<file path="src/rtl/dp_pingpong_reg_if.sv">
// Bus bundle for the double-buffered register bank: write port, swap
// control, read port and the visible bank state.
interface dp_pingpong_reg_if #(
  parameter int WIDTH = 8,
  parameter int AW    = 2
);
  logic             ld;
  logic [AW-1:0]    wr_addr;
  logic [WIDTH-1:0] a;
  logic             swap;
  logic             keep;
  logic [AW-1:0]    rd_addr;
  logic [WIDTH-1:0] b;
  logic             sel;
  logic             dirty;

  // Producer/consumer side: drives strobes and addresses, observes state.
  modport master (
    output ld, wr_addr, a, swap, keep, rd_addr,
    input  b, sel, dirty
  );

  // Register bank side.
  modport slave (
    input  ld, wr_addr, a, swap, keep, rd_addr,
    output b, sel, dirty
  );
endinterface

</file>
<file path="src/rtl/dp_pingpong_reg.sv">
// Double-buffered register bank. Writers fill the back bank, readers see the
// front bank through a registered read port, and an accepted swap exchanges
// the roles of the two banks in a single edge. Optional copy mode mirrors
// the new front into the new back so later partial updates start from a
// consistent frame.
module dp_pingpong_reg #(
  parameter int WIDTH = 8,
  parameter int DEPTH = 4,
  parameter int AW    = 2
) (
  input logic clk,
  input logic clr,
  dp_pingpong_reg_if.slave bus
);

  // DEPTH as an AW+1 bit value so addresses compare unsigned without
  // truncation, even when DEPTH == 2**AW.
  localparam logic [AW:0] DEPTH_L = (AW + 1)'(DEPTH);

  logic [WIDTH-1:0] bank0 [DEPTH];
  logic [WIDTH-1:0] bank1 [DEPTH];
  logic [WIDTH-1:0] back_wr [DEPTH];
  logic [WIDTH-1:0] front_word;
  logic [WIDTH-1:0] rd_data;
  logic             front_sel;
  logic             dirty_flag;
  logic             wr_ok;
  logic             rd_ok;
  logic             accept;
  logic [AW-1:0]    rd_idx;

  // Decode the strobes and build the back bank as it looks after this
  // edge's write; that image feeds both the back bank and the keep copy.
  always_comb begin
    wr_ok  = bus.ld && ({1'b0, bus.wr_addr} < DEPTH_L);
    rd_ok  = {1'b0, bus.rd_addr} < DEPTH_L;
    accept = bus.swap && (dirty_flag || wr_ok);
    rd_idx = rd_ok ? bus.rd_addr : '0;
    for (int i = 0; i < DEPTH; i++) begin
      back_wr[i] = front_sel ? bank0[i] : bank1[i];
      if (wr_ok && (bus.wr_addr == AW'(i))) begin
        back_wr[i] = bus.a;
      end
    end
    front_word = '0;
    if (rd_ok) begin
      front_word = front_sel ? bank1[rd_idx] : bank0[rd_idx];
    end
  end

  // Bank contents, read register, front index and dirty flag.
  always_ff @(posedge clk or posedge clr) begin
    if (clr) begin
      for (int i = 0; i < DEPTH; i++) begin
        bank0[i] <= '0;
        bank1[i] <= '0;
      end
      rd_data    <= '0;
      front_sel  <= 1'b0;
      dirty_flag <= 1'b0;
    end else begin
      // Read uses the front selected before this edge.
      rd_data <= front_word;
      // The back bank always takes the written image; the front bank takes
      // it only when a copy-mode swap makes it the new back.
      for (int i = 0; i < DEPTH; i++) begin
        if (front_sel || (accept && bus.keep)) begin
          bank0[i] <= back_wr[i];
        end
        if (!front_sel || (accept && bus.keep)) begin
          bank1[i] <= back_wr[i];
        end
      end
      if (accept) begin
        front_sel  <= ~front_sel;
        dirty_flag <= 1'b0;
      end else if (wr_ok) begin
        dirty_flag <= 1'b1;
      end
    end
  end

  assign bus.b     = rd_data;
  assign bus.sel   = front_sel;
  assign bus.dirty = dirty_flag;

endmodule
</file>
<file path="src/flat_wrapper.sv">
// flat-port wrapper written by rule: the top's interface ports become plain ports
module dp_pingpong_reg_flat 
#(
  parameter int WIDTH = 8,
  parameter int DEPTH = 4,
  parameter int AW    = 2
)
  (clk, clr, bus_ld, bus_wr_addr, bus_a, bus_swap, bus_keep, bus_rd_addr, bus_b, bus_sel, bus_dirty);
  dp_pingpong_reg_if #(.WIDTH(WIDTH), .AW(AW)) bus_i ();
  input logic clk;
  input logic clr;
  input wire logic [$bits(bus_i.ld)-1:0] bus_ld;
  input wire logic [$bits(bus_i.wr_addr)-1:0] bus_wr_addr;
  input wire logic [$bits(bus_i.a)-1:0] bus_a;
  input wire logic [$bits(bus_i.swap)-1:0] bus_swap;
  input wire logic [$bits(bus_i.keep)-1:0] bus_keep;
  input wire logic [$bits(bus_i.rd_addr)-1:0] bus_rd_addr;
  output wire logic [$bits(bus_i.b)-1:0] bus_b;
  output wire logic [$bits(bus_i.sel)-1:0] bus_sel;
  output wire logic [$bits(bus_i.dirty)-1:0] bus_dirty;
  assign bus_i.ld = bus_ld;
  assign bus_i.wr_addr = bus_wr_addr;
  assign bus_i.a = bus_a;
  assign bus_i.swap = bus_swap;
  assign bus_i.keep = bus_keep;
  assign bus_i.rd_addr = bus_rd_addr;
  assign bus_b = bus_i.b;
  assign bus_sel = bus_i.sel;
  assign bus_dirty = bus_i.dirty;
  dp_pingpong_reg #(.WIDTH(WIDTH), .DEPTH(DEPTH), .AW(AW)) u_core (.clk(clk), .clr(clr), .bus(bus_i));
endmodule
</file>
<file path="config.mk">
export PLATFORM = sky130hd
export DESIGN_NAME = dp_pingpong_reg_flat
export DESIGN_NICKNAME = d
export VERILOG_FILES = /design/src/rtl/dp_pingpong_reg_if.sv /design/src/rtl/dp_pingpong_reg.sv /design/src/flat_wrapper.sv
export SDC_FILE = /design/constraint.sdc
export NUM_CORES = 1
export LEC_CHECK = 0
export CAP_MARGIN = 10
export CORE_UTILIZATION = 30
export DETAILED_ROUTE_END_ITERATION = 8
export PLACE_DENSITY = 0.48
export RECOVER_POWER = 50
export SLEW_MARGIN = 5
export SYNTH_ARGS = -nofsm -noshare
export SYNTH_HDL_FRONTEND = slang
export SYNTH_SLANG_ARGS = --single-unit
</file>
<file path="constraint.sdc">
create_clock -name clk -period 4.5 [get_ports clk]
set_input_delay 0.9 -clock clk [delete_from_list [all_inputs] [get_ports clk]]
set_output_delay 0.9 -clock clk [all_outputs]
set_load 0.02 [all_outputs]
</file>
== Word level (Yosys, flattened, before mapping) ==
Cells that the tools add are included.

* Bitwise operators: 2
* Multiplexer cells: 17
* Magnitude comparators: 1
* Reduce and logical (&&, ||, !) cells: 12
* Equal/unequal tests: 3

{| class="wikitable"
|+ Operator list
! cell !! number
|-
| $mux W8 || 13
|-
| $bmux W8 S2 || 2
|-
| $logic_and A1 B1 Y1 || 6
|-
| $eq A2 B2 Y1 const B || 2
|-
| $ge A3 B3 Y1 const B || 1
|-
| $logic_or A1 B1 Y1 || 3
|-
| $not A2 Y3 || 1
|-
| $eq A2 B1 Y1 const B || 1
|-
| $logic_not A2 Y1 || 1
|-
| $mux W1 || 2
|-
| $reduce_bool A2 Y1 || 1
|-
| $logic_not A1 Y1 || 1
|-
| $not A1 Y1 || 1
|}

* Word-level logic and storage cells: 46
* Flip-flop bits (word level): 74

== Depth between registers and ports, before layout ==
* Depth in word-level cells: 5
* Gate-level depth with buffers: 6
* Gate-level depth less buffers: 3

== Least setup slack after synthesis ==
OpenSTA, ideal clock, no wires.

* Path kind: in2reg
* Start point: input port bus_rd_addr[0]
* End point: register u_core.rd_data[6], in the netlist u_core.bus.b[6]
* Arrival: 1.986 ns
* Slack: 2.389 ns
* Stages: 4
* Path buffers: 2
* Data required time: 4.375 ns
* Library setup time: 0.125 ns
* Cells stage by stage: buf_4 -> buf_6 -> mux4_2 -> mux2_2

* Cells in the longest elaborated chain, start to end: 5

{| class="wikitable"
|+ Ends and longest elaborated chain
! element !! line !! source
|-
| start: declaration || flat_wrapper.sv:17 || <nowiki>input wire logic [$bits(bus_i.rd_addr)-1:0] bus_rd_addr;</nowiki>
|-
| $not A2 Y3 (implied by the code) (*) || dp_pingpong_reg.sv:47 || <nowiki>front_word = front_sel ? bank1[rd_idx] : bank0[rd_idx];</nowiki>
|-
| $bmux W8 S2 || dp_pingpong_reg.sv:47 ||
|-
| $mux W8 (implied by the code) (2 in series) || dp_pingpong_reg.sv:47 ||
|-
| $mux W8 (*) || dp_pingpong_reg.sv:47 ||
|-
| via u_core.front_word[6] || dp_pingpong_reg.sv:23 || <nowiki>logic [WIDTH-1:0] front_word;</nowiki>
|-
| end signal: assignment || dp_pingpong_reg.sv:63 || <nowiki>rd_data <= front_word;</nowiki>
|-
| end: declaration || dp_pingpong_reg.sv:24 || <nowiki>logic [WIDTH-1:0] rd_data;</nowiki>
|}

Mark *: on every way through the listed nets, which the timed path passes. The rest lies on a longest branch. The select of a mux whose other input is x is not followed.
A chain may end at the register's enable or synchronous reset.

== Worst setup path after layout ==
* Start point: input port bus_ld
* End point: register u_core.bank1[30] in the netlist's numbering

* Cells in the longest elaborated chain, start to end: 4

{| class="wikitable"
|+ Ends and longest elaborated chain
! element !! line !! source
|-
| start: declaration || flat_wrapper.sv:12 || <nowiki>input wire logic [$bits(bus_i.ld)-1:0] bus_ld;</nowiki>
|-
| $logic_or A1 B1 Y1 || dp_pingpong_reg.sv:37 || <nowiki>accept = bus.swap && (dirty_flag || wr_ok);</nowiki>
|-
| $logic_and A1 B1 Y1 || dp_pingpong_reg.sv:37 ||
|-
| $logic_and A1 B1 Y1 || dp_pingpong_reg.sv:70 || <nowiki>if (!front_sel || (accept && bus.keep)) begin</nowiki>
|-
| $logic_or A1 B1 Y1 || dp_pingpong_reg.sv:70 ||
|-
| end signal: indexed assignment || dp_pingpong_reg.sv:71 || <nowiki>bank1[i] <= back_wr[i];</nowiki>
|-
| end: declaration || dp_pingpong_reg.sv:21 || <nowiki>logic [WIDTH-1:0] bank1 [DEPTH];</nowiki>
|}

Several ways; a longest one is shown, not always the timed one.

==> results_dict.tcl <==
set metrics [dict create \
    worst_path_max_delay_cell "or3b_1" \
    worst-path-max-fanout 18 \
    synth_mux_area_share_pct 24.6 \
    tightest_slew_ps 2040 \
    r2r_start "u_core.bus.sel" \
    maxCapViolCount 1 \
    seqCellArea_um2 1850 \
    synth.avg_cell_area_um2 12.5 \
    detailed_place.area_um2 4600 \
    htree_levels 3 \
    cp.buffers_inverters 2 \
    routed_wl_mm 11.4 \
    place_ws_ps 1160 \
    rows 42 \
    yosysSeqAreaShare_pct 44.1 \
    fin_area_um2 4940 \
    coreArea_um2 13500 \
    synth_adder_area_share_pct 0 \
    synth_warnings 0 \
    syn2layout_area_growth_pct 17.5 \
    cp.depth 5 \
    cp.arrival_ps 3240 \
    fin_total_pwr_mw 3.47 \
    max-slew-margin-rel_pct -36.6 \
    slowest_delay_ps 780 \
    die-area_um2 14500 \
    grt_pass1_vias 2930 \
    skew_ps 9.16 \
    detailed_place_hpwl_mm 7.09 \
    clkPwrFrac_pct 23.9 \
    syn_inst 335 \
    rsz0062_at_grt "no" \
    n_antenna_cell 0 \
    sw_frac_of_total_pct 33.9 \
    combPwrFrac_pct 38.5 \
    tritoncts "done" \
    violations "capacitance limit, slew limit" \
    regToRegSetupSlack_ps 2000 \
    p_leak_nw 2.20 \
    gp_congestion 0.709 \
    ys_types 30 \
    layout-drive-gt1-share_pct 23.8 \
    crit_type "input port to register" \
    cp-endpoint "u_core.bank1[30]" \
    synth_fp_nets 352 \
    status "finished with violations" \
    synth_area_um2 4200 \
    via_count 2952 \
    crit_chain "dlygate4sd3_1 -> buf_4 -> or3b_1 -> mux2_4 -> o2bb2ai_1" \
    grt_overflow_total 0 \
    die_height_um 120 \
    initial_utilization_pct 31.2 \
    p_per_area_nw_per_um2 702 \
    finalSetupViolations 0 \
    cts_setup_buffers 0 \
    drc 0 \
    crit_path_start "bus_ld" \
    design.portCount 27 \
    synth_top_family_by_area "multiplexers" \
    multi_input_comb_area_um2 2170 \
    portBuffers 26 \
    antenna_found_initial 0 \
    seqPwrFrac_pct 37.6 \
    cts_buffer_depth 2 \
    final_common_cell "dfrtp_1" \
    clock.fmax_mhz 331 \
    path_delay_family "buffers and inverters" \
    period_minus_slack_ps 3020 \
    clock_latency_ps 340 \
    fillCellCount 1361 \
    cts_buffers 9 \
    hold_path.class "register to register" \
    grt_pass1_wl_mm 17.9 \
    hold_buffers 0 \
    cts.sinks 74 \
    viasPerCell 5.54 \
    ys_seq_elements 74 \
    p_sw_mw 1.18 \
    cp-end-kind "register" \
    cts_resized 0 \
    maxSlewViolCount 44 \
    antenna_left 0 \
    routedWlPerCell_um 21.4 \
    fin_setup_tns_ps 0 \
    grt_start_max_net_pins 45 \
    die_w_um 120 \
    cp.required_ps 4710 \
    clkTransAtPathRegs_ps 60 \
    synth-xor-area-share_pct 0.208 \
    synth-simple-area-share_pct 9.97 \
    start_kind "input port" \
    mostFrequentLayoutCells "dfrtp_1, mux2i_1, o2bb2ai_1, a2bb2oi_1, and2_1" \
    first_pass_iters 5 \
    synth_compound_gate_area_share_pct 16.9 \
    worstReg2RegEnd "u_core.bank1[16]" \
    grtUsageTotal_pct 16.9 \
    drt-initial-drc-count 173 \
    nNetsFinal 369 \
    clock-root-buffer "clkbuf_16" \
    min_period_over_period_pct 67.2 \
    reg2reg_depth 4 \
    vdd_drop_max_v 0.000423 \
    internal-power_mw 2.29 \
    setup_slack_ps 1480 \
    hold_viol_final 0 \
]
-- cells in the mapped netlist (all sizes together) --
cell type | n | area share (%)
nand3b | 2 | 0.36
inv | 1 | 0.089
nand2b | 1 | 0.15
or3b | 1 | 0.21
a2bb2oi | 28 | 5.8
a21bo | 1 | 0.24
clkbuf | 10 | 0.89
o211ai | 1 | 0.51
buf | 22 | 3.3
xnor2 | 1 | 0.21
mux2i | 52 | 13
o2bb2a | 4 | 0.95
nor2 | 2 | 0.18
nand3 | 1 | 0.12
a31oi | 8 | 1.2
mux4 | 16 | 8.6
a31o | 1 | 0.21
o22ai | 8 | 1.2
and2 | 25 | 3.7
and4 | 8 | 1.7
or2 | 24 | 3.6
mux2 | 11 | 3.0
o2bb2ai | 32 | 6.7
o21ai | 1 | 0.12
dfrtp | 74 | 44
-- area by class of cell --
type,count,area share (%)
sequential,74,37.5
tap,176,4.46
multi-input combinational,228,44.0
clock inverter,7,2.38
timing repair buffer,38,7.02
clock buffer,9,4.56
inverter,1,0.101
-- kinds of logic (layout without fill, tap and decap cells) --
group | Yosys count | count (layout)
AOI/OAI and AO/OA | 84 | 84
muxes | 79 | 79
DFF | 74 | 74
and+or+nand+nor | 64 | 64
buffers and inverters | 33 | 55
xor gates and xnor gates | 1 | 1
-- how the worst min path moves through the flow --
stage | cells past startpoint | startpoint | end
after floorplan | 1 | u_core.bank1[10] | u_core.bank1[10]
after global placement | 1 | u_core.bank1[20] | u_core.bank1[20]
after detailed placement | 1 | u_core.bank1[15] | u_core.bank1[15]
after CTS | 1 | u_core.bank1[15] | u_core.bank1[15]
after global routing | 1 | u_core.bank1[19] | u_core.bank1[19]
final | 1 | u_core.bank1[15] | u_core.bank1[15]
-- stage by stage --
stage | utilization [%] | cells | hold slack [ps]
after floorplan | - | 335 | 464
after global placement | 34.2 | 517 | 493
after detailed placement | 34.2 | 517 | 498
after CTS | 36.7 | 533 | 511
after global routing | 36.7 | 533 | 528
final | 36.7 | 533 | 507
-- sequential cells by signal (all words and copies together), names as in the netlist --
name / count
u_core.bus.dirty: 1
u_core.bank1: 32
u_core.bus.sel: 1
u_core.bank0: 32
u_core.bus.b: 8
-- worst register-to-register path: stages, from the launching register on --
cell and delay (ps):
dfrtp_2 900, buf_4 470, and2_1 500, buf_4 400, o2bb2ai_1 110
-- routing by layer --
| metal | part of all wire, % | global-route usage (%) | up-vias |
|---|---|---|---|
| li1 | - | - | 1335 |
| met1 | 49 | 24.3 | 1555 |
| met2 | 46 | 25.0 | 55 |
| met3 | 4.1 | 4.72 | 7 |
| met4 | 1.1 | 3.78 | 0 |
| met5 | 0 | 0 | - |
-- power groups by stage --
| stage | logic [mW] | clock network [mW] | registers (mW) |
|---|---|---|---|
| 4_1_cts | 1.35 | 0.849 | 1.30 |
| 6_report | 1.34 | 0.828 | 1.31 |
| 3_3_place_gp | 1.34 | 0 | 1.31 |
| 3_5_place_dp | 1.35 | 0 | 1.31 |
| 2_1_floorplan | 1.04 | 0 | 1.21 |
| 5_1_grt | 1.45 | 0.875 | 1.35 |
Note: power is estimated with default switching activity, not from simulation.
